<file path="src/rtl/ram_1p_pkg.sv">
// ---------------------------------------------------------------------------
// ram_1p_pkg
//   Shared types and constants for the single-port RAM bus adapter.
//   - state_e         : adapter FSM states (IDLE, WAIT, ACCESS)
//   - rsp_flags_t     : flags carried from the grant cycle to the response cycle
//   - MAX_WAIT_CYCLES : largest supported number of wait states (4-bit counter)
// ---------------------------------------------------------------------------
package ram_1p_pkg;

    localparam int unsigned MAX_WAIT_CYCLES = 15;

    typedef enum logic [1:0] {
        IDLE   = 2'd0,
        WAIT   = 2'd1,
        ACCESS = 2'd2
    } state_e;

    typedef struct packed {
        logic valid;     // a grant happened last cycle, respond now
        logic err;       // granted address fell outside the RAM window
        logic is_write;  // granted request was a write (respond with zero data)
    } rsp_flags_t;

endpackage

</file>
<file path="src/rtl/ram_1p_bus_adapter.sv">
// ---------------------------------------------------------------------------
// ram_1p_bus_adapter
//   Bridges a req/gnt/rvalid core data bus onto a registered single-port RAM.
//   Optional wait states are inserted before each grant; addresses outside
//   the [BASE_ADDR, BASE_ADDR + 4*SIZE) window are granted but answered with
//   an error and never reach the RAM.
//
// Parameters
//   BASE_ADDR   : byte address of RAM word 0
//   SIZE        : RAM depth in 32-bit words
//   AW          : RAM word-address width, clog2(SIZE)
//   WAIT_CYCLES : wait states before each grant, 0..MAX_WAIT_CYCLES
//
// Ports
//   clk_i, rst_ni          : clock (rising edge), async active-low reset
//   req_i / gnt_o          : core request and grant
//   we_i, be_i             : write enable and byte enables
//   addr_i, wdata_i        : byte address and write data
//   rvalid_o, rdata_o,err_o: response valid, read data, error flag
//   ram_valid_o            : RAM access strobe (grant cycle, in range only)
//   ram_addr_o             : RAM word address
//   ram_we_o, ram_wdata_o  : RAM byte write enables and write data
//   ram_rdata_i            : RAM read data, valid one cycle after ram_valid_o
// ---------------------------------------------------------------------------
module ram_1p_bus_adapter
    import ram_1p_pkg::*;
#(
    parameter logic [31:0] BASE_ADDR   = 32'h0000_0000,
    parameter int unsigned SIZE        = 16384,
    parameter int unsigned AW          = 14,
    parameter int unsigned WAIT_CYCLES = 0
) (
    input  logic          clk_i,
    input  logic          rst_ni,

    input  logic          req_i,
    output logic          gnt_o,
    output logic          rvalid_o,
    input  logic          we_i,
    input  logic [3:0]    be_i,
    input  logic [31:0]   addr_i,
    input  logic [31:0]   wdata_i,
    output logic [31:0]   rdata_o,
    output logic          err_o,

    output logic          ram_valid_o,
    output logic [AW-1:0] ram_addr_o,
    output logic [3:0]    ram_we_o,
    output logic [31:0]   ram_wdata_o,
    input  logic [31:0]   ram_rdata_i
);

    localparam logic [3:0]  WAIT_N      = 4'(WAIT_CYCLES);
    // One bit wider than the address so 4*SIZE == 2^32 is still representable.
    localparam logic [32:0] RANGE_BYTES = 33'(SIZE) << 2;

    state_e     state_q, state_d;
    logic [3:0] cnt_q, cnt_d;
    rsp_flags_t rsp_q, rsp_d;

    logic [31:0] offset;
    logic        in_range;
    logic        gnt;

    // Unsigned subtraction: addresses below BASE_ADDR wrap to huge offsets
    // and therefore fail the range test without a separate lower-bound check.
    assign offset   = addr_i - BASE_ADDR;
    assign in_range = {1'b0, offset} < RANGE_BYTES;

    // -----------------------------------------------------------------------
    // Next-state / grant logic
    // -----------------------------------------------------------------------
    always_comb begin
        // NOTE: every signal written here gets a default first, so no path
        // through the case statement can leave one unassigned and infer a latch.
        state_d = state_q;
        cnt_d   = cnt_q;
        gnt     = 1'b0;

        unique case (state_q)
            IDLE: begin
                if (req_i) begin
                    if (WAIT_N == 4'd0) begin
                        gnt     = 1'b1;
                        state_d = ACCESS;
                    end else begin
                        cnt_d   = WAIT_N;
                        state_d = WAIT;
                    end
                end
            end

            WAIT: begin
                if (!req_i) begin
                    // Master abandoned the request: drop it silently.
                    cnt_d   = 4'd0;
                    state_d = IDLE;
                end else if (cnt_q <= 4'd1) begin
                    // The counter reaches zero on this decrement, so the
                    // grant lands after exactly WAIT_N stalled cycles.
                    gnt     = 1'b1;
                    cnt_d   = 4'd0;
                    state_d = ACCESS;
                end else begin
                    cnt_d = cnt_q - 4'd1;
                end
            end

            ACCESS: begin
                if (req_i) begin
                    if (WAIT_N == 4'd0) begin
                        gnt = 1'b1;     // full throughput, stay in ACCESS
                    end else begin
                        cnt_d   = WAIT_N;
                        state_d = WAIT;
                    end
                end else begin
                    state_d = IDLE;
                end
            end

            default: begin
                cnt_d   = 4'd0;
                state_d = IDLE;
            end
        endcase

        rsp_d.valid    = gnt;
        rsp_d.err      = ~in_range;
        rsp_d.is_write = we_i;
    end

    // -----------------------------------------------------------------------
    // State registers
    // -----------------------------------------------------------------------
    always_ff @(posedge clk_i or negedge rst_ni) begin
        if (!rst_ni) begin
            state_q <= IDLE;
            cnt_q   <= 4'd0;
            rsp_q   <= '0;
        end else begin
            // NOTE: non-blocking assignments so all flops update from the
            // values present before the edge, independent of statement order.
            state_q <= state_d;
            cnt_q   <= cnt_d;
            rsp_q   <= rsp_d;
        end
    end

    // -----------------------------------------------------------------------
    // Outputs
    // -----------------------------------------------------------------------
    // The grant is combinational from req_i, so it is gated by reset to keep
    // the bus and RAM quiet while rst_ni is low.
    assign gnt_o       = gnt & rst_ni;

    assign ram_valid_o = gnt_o & in_range;
    assign ram_we_o    = (ram_valid_o & we_i) ? be_i : 4'b0000;
    assign ram_addr_o  = offset[AW+1:2];
    assign ram_wdata_o = wdata_i;

    assign rvalid_o    = rsp_q.valid;
    assign err_o       = rsp_q.valid & rsp_q.err;
    assign rdata_o     = (rsp_q.valid & ~rsp_q.err & ~rsp_q.is_write) ? ram_rdata_i : 32'h0;

endmodule

</file>
<file path="config.mk">
export PLATFORM = sky130hd
export DESIGN_NAME = ram_1p_bus_adapter
export DESIGN_NICKNAME = d
export VERILOG_FILES = /design/src/rtl/ram_1p_pkg.sv /design/src/rtl/ram_1p_bus_adapter.sv
export SDC_FILE = /design/constraint.sdc
export NUM_CORES = 1
export LEC_CHECK = 0
export ABC_AREA = 0
export BUFFER_PORTS_ARGS = -buffer_cell sky130_fd_sc_hd__buf_4
export CAP_MARGIN = 0
export CORE_AREA = 2 2 75 77
export DETAILED_ROUTE_END_ITERATION = 6
export DIE_AREA = 0 0 77 79
export PLACE_DENSITY = 0.61
export SLEW_MARGIN = 20
export SYNTH_ARGS = -nofsm -noshare
export SYNTH_HDL_FRONTEND = slang
export SYNTH_SLANG_ARGS = --single-unit
</file>
<file path="constraint.sdc">
create_clock -name clk_i -period 3.85 [get_ports clk_i]
set_clock_uncertainty 0.05 [all_clocks]
set_input_delay 0.77 -clock clk_i [delete_from_list [all_inputs] [get_ports clk_i]]
set_output_delay 0.77 -clock clk_i [all_outputs]
set_load 0.01 [all_outputs]
</file>
==> insert_results.sql <==
INSERT INTO impl_metrics (metric_group, metric, value, unit) VALUES
('outcome', 'run_status', 'completed', ''),
('critical_path', 'worst-path-max-fanout', '6', ''),
('critical_path', 'cp-end-kind', 'primary output', ''),
('sta', 'worst_pin_slew', '0.319', 'ns'),
('detailed_routing', 'drtAntennaViolNets', '0', ''),
('sta', 'fin_setup_tns', '0', 'ns'),
('sta', 'layout_min_cycle_time', '2.70', 'ns'),
('sta', 'setup_viol', '0', ''),
('critical_path', 'crit_path_frequent_cell', 'sky130_fd_sc_hd__buf_4', ''),
('critical_path', 'setup.worst_path.class', 'in2out', ''),
('synthesis', 'cell_variety_after_synth', '11', ''),
('critical_path', 'worst-endpoint-required', '3.03', 'ns'),
('critical_path', 'cp-start-kind', 'input pin', ''),
('critical_path', 'timing.critical_path.buf_inv', '2', ''),
('detailed_routing', 'first_pass_iters', '3', ''),
('sta', 'rsz0062_at_grt', 'false', ''),
('cts', 'post_cts.repair.setup_buffers', '0', ''),
('place', 'routabilityCongestion', '0.655', ''),
('cts', 'numCtsBuffers', '3', ''),
('floorplan', 'initial_utilization', '13.5', '%'),
('detailed_routing', 'finalWirelength', '2490', 'µm'),
('synthesis', 'syn-mean-instance-area', '7.09', 'µm²'),
('min_path', 'hold_path.class', 'in2async', ''),
('cts', 'cts_root_buffer', 'sky130_fd_sc_hd__clkbuf_8', ''),
('critical_path', 'worstPathCellList', 'buf_4, nor4_1, nand4_1, nor3_1, buf_4', ''),
('detailed_routing', 'drt-vias-per-instance', '3.68', ''),
('detailed_routing', 'remaining_drc_errors', '0', ''),
('global_routing', 'number_of_antenna_violations_at_the_first_check_in_global_routing', '0', ''),
('sta', 'timing_hold_violations_final', '0', ''),
('sta', 'pins_over_their_slew_limit', '0', ''),
('cells_and_area', 'diodes', '0', ''),
('pwr', 'power.leakage', '0.664', 'nW'),
('cts', 'tritoncts_num_sinks', '3', ''),
('floorplan', 'die_w', '77', 'µm'),
('critical_path', 'worst_path_dominant_cell_family', 'simple AND/OR/NAND/NOR gates', ''),
('floorplan', 'fp.coreArea', '5340', 'µm²'),
('cts', 'postCtsHoldBufs', '0', ''),
('critical_path', 'cp_data_arrival_time', '1.88', 'ns'),
('pwr', 'cellPowerDensity', '141', 'nW/µm²'),
('synthesis', 'synth_cells', '102', ''),
('global_routing', 'wire_length_of_the_first_global_routing_pass', '3690', 'µm'),
('global_routing', 'globalRouteOverflowTotal', '0', ''),
('cells_and_area', 'drive_above_1_share', '65.4', '%'),
('floorplan', 'row_count', '27', ''),
('global_routing', 'first_global_vias', '751', ''),
('pwr', 'vdd_ir_drop_max', '0.0000872', 'V'),
('floorplan', 'die_area', '6080', 'µm²'),
('sta', 'fraction_of_the_cycle_the_final_worst_path_needs', '70.1', '%'),
('cells_and_area', 'layout_common_cells', '96 x sky130_fd_sc_hd__buf_4, 33 x sky130_fd_sc_hd__and2_1, 5 x sky130_fd_sc_hd__nand2_1', ''),
('cells_and_area', 'finish.net_count', '258', ''),
('run', 'maxCapViolCount', '0', ''),
('detailed_routing', 'avgRoutedWirePerCell', '11.1', 'µm'),
('floorplan', 'ioPinCount', '190', ''),
('sta', 'maxSlewHeadroom', '78.7', '%'),
('detailed_routing', 'drt_iter0_drc', '39', ''),
('synthesis', 'mappedNetlistNets', '206', ''),
('global_routing', 'maximum_number_of_pins_on_one_net_before_global_route_repair', '33', ''),
('cts', 'cts_buffer_depth', '2', ''),
('synthesis', 'synth.cell_area', '723', 'µm²'),
('floorplan', 'die_height', '79', 'µm'),
('synthesis', 'yosysSeqAreaShare', '10.4', '%'),
('synthesis', 'total_of_flip_flops_plus_latches_after_synthesis', '3', ''),
('cts', 'path_clk_slew', '0.03', 'ns'),
('global_routing', 'grt_util_all_layers', '7.72', '%'),
('sta', 'achievable-frequency', '0.371', 'GHz'),
('cts', 'clock_tree_from_tritoncts', 'built', ''),
('place', 'placement.io_buffers', '95', ''),
('pwr', 'power', '0.173', 'mW'),
('critical_path', 'crit_path_max_incr_delay', '0.32', 'ns'),
('critical_path', 'slowest_stage', 'sky130_fd_sc_hd__nand4_1', ''),
('cells_and_area', 'flow.area_growth_from_synthesis', '69.7', '%'),
('synthesis', 'synth.top_cell.area_share', '47.8', '%'),
('cells_and_area', 'n_fill_cell', '597', ''),
('cts', 'cts_resized', '0', ''),
('detailed_routing', 'via_total_after_detailed_routing', '827', ''),
('synthesis', 'library_cell_occupying_the_most_area_in_the_post_synthesis_netlist', 'sky130_fd_sc_hd__buf_4', ''),
('cells_and_area', 'layout_commonest_cell', 'sky130_fd_sc_hd__buf_4', ''),
('synthesis', 'total_number_of_yosys_warnings', '0', ''),
('cts', 'cts_max_level', '1', ''),
('synthesis', 'yosys-top-cells-area', 'sky130_fd_sc_hd__buf_4 48%, sky130_fd_sc_hd__and2_1 29%, sky130_fd_sc_hd__dfrtp_1 10%', '');
-- cells in the mapped netlist --
master                     number
sky130_fd_sc_hd__and2_1        33
sky130_fd_sc_hd__inv_1          1
sky130_fd_sc_hd__nand4_1        1
sky130_fd_sc_hd__nor3b_1        1
sky130_fd_sc_hd__nand2_1        5
sky130_fd_sc_hd__buf_4         46
sky130_fd_sc_hd__nor2_1         1
sky130_fd_sc_hd__nor4_1         4
sky130_fd_sc_hd__nor3_1         4
sky130_fd_sc_hd__clkbuf_1       3
sky130_fd_sc_hd__dfrtp_1        3
-- area by class of cell --
class,instances,area [µm²],area share [%]
Timing Repair Buffer,96,721,58.7
Multi-Input combinational cell,49,293,23.9
Tap cell,72,90.1,7.34
Sequential cell,3,75.1,6.12
Clock buffer,4,45.0,3.67
Inverter,1,3.75,0.306
-- flip-flops by register name (all words and copies together) (netlist names) --
register  count
rvalid_o      1
rsp_q         2
-- power breakdown --
part	switching [mW]	internal, mW	leakage [nW]
Combinational	0.0117	0.0383	0.609
Clock	0.0195	0.0705	0.0228
Sequential	0.000529	0.0328	0.0321
-- path summary, 6_finish.rpt --
kind                            start           to  cells past startpoint  slack [ns]
worst min-delay path           rst_ni     rvalid_o                      1        0.29
min in group clk_i              req_i     rvalid_o                      1        0.62
max in group asynchronous      rst_ni     rsp_q[0]                      1        3.36
worst max-delay path       addr_i[22]  ram_we_o[3]                      5        1.15
-- metal layers --
| layer | share of wire [%] | track usage [%] |
|---|---|---|
| met1 | 29 | 6.40 |
| met3 | 18 | 4.32 |
| met5 | 0 | 0 |
| met4 | 6.1 | 6.07 |
| met2 | 47 | 13.6 |
-- metrics by stage --
step	setup WS, ns	util (%)	instance area [µm²]	hold WS [ns]	cells
floorplan	1.44	-	723	0.424	102
global placement	1.14	22.2	1180	0.514	221
detailed placement	1.14	22.2	1180	0.515	221
CTS	1.14	23.0	1230	0.288	225
global route	0.946	23.0	1230	0.285	225
finish	1.15	23.0	1230	0.292	225
-- kinds of logic after synthesis --
kind of cell           Yosys count  synth area share (%)
buffers and inverters           50                  49.8
AND/OR/NAND/NOR                 49                  39.8
flip-flops                       3                  10.4
Power figures use the tool's default switching activity.
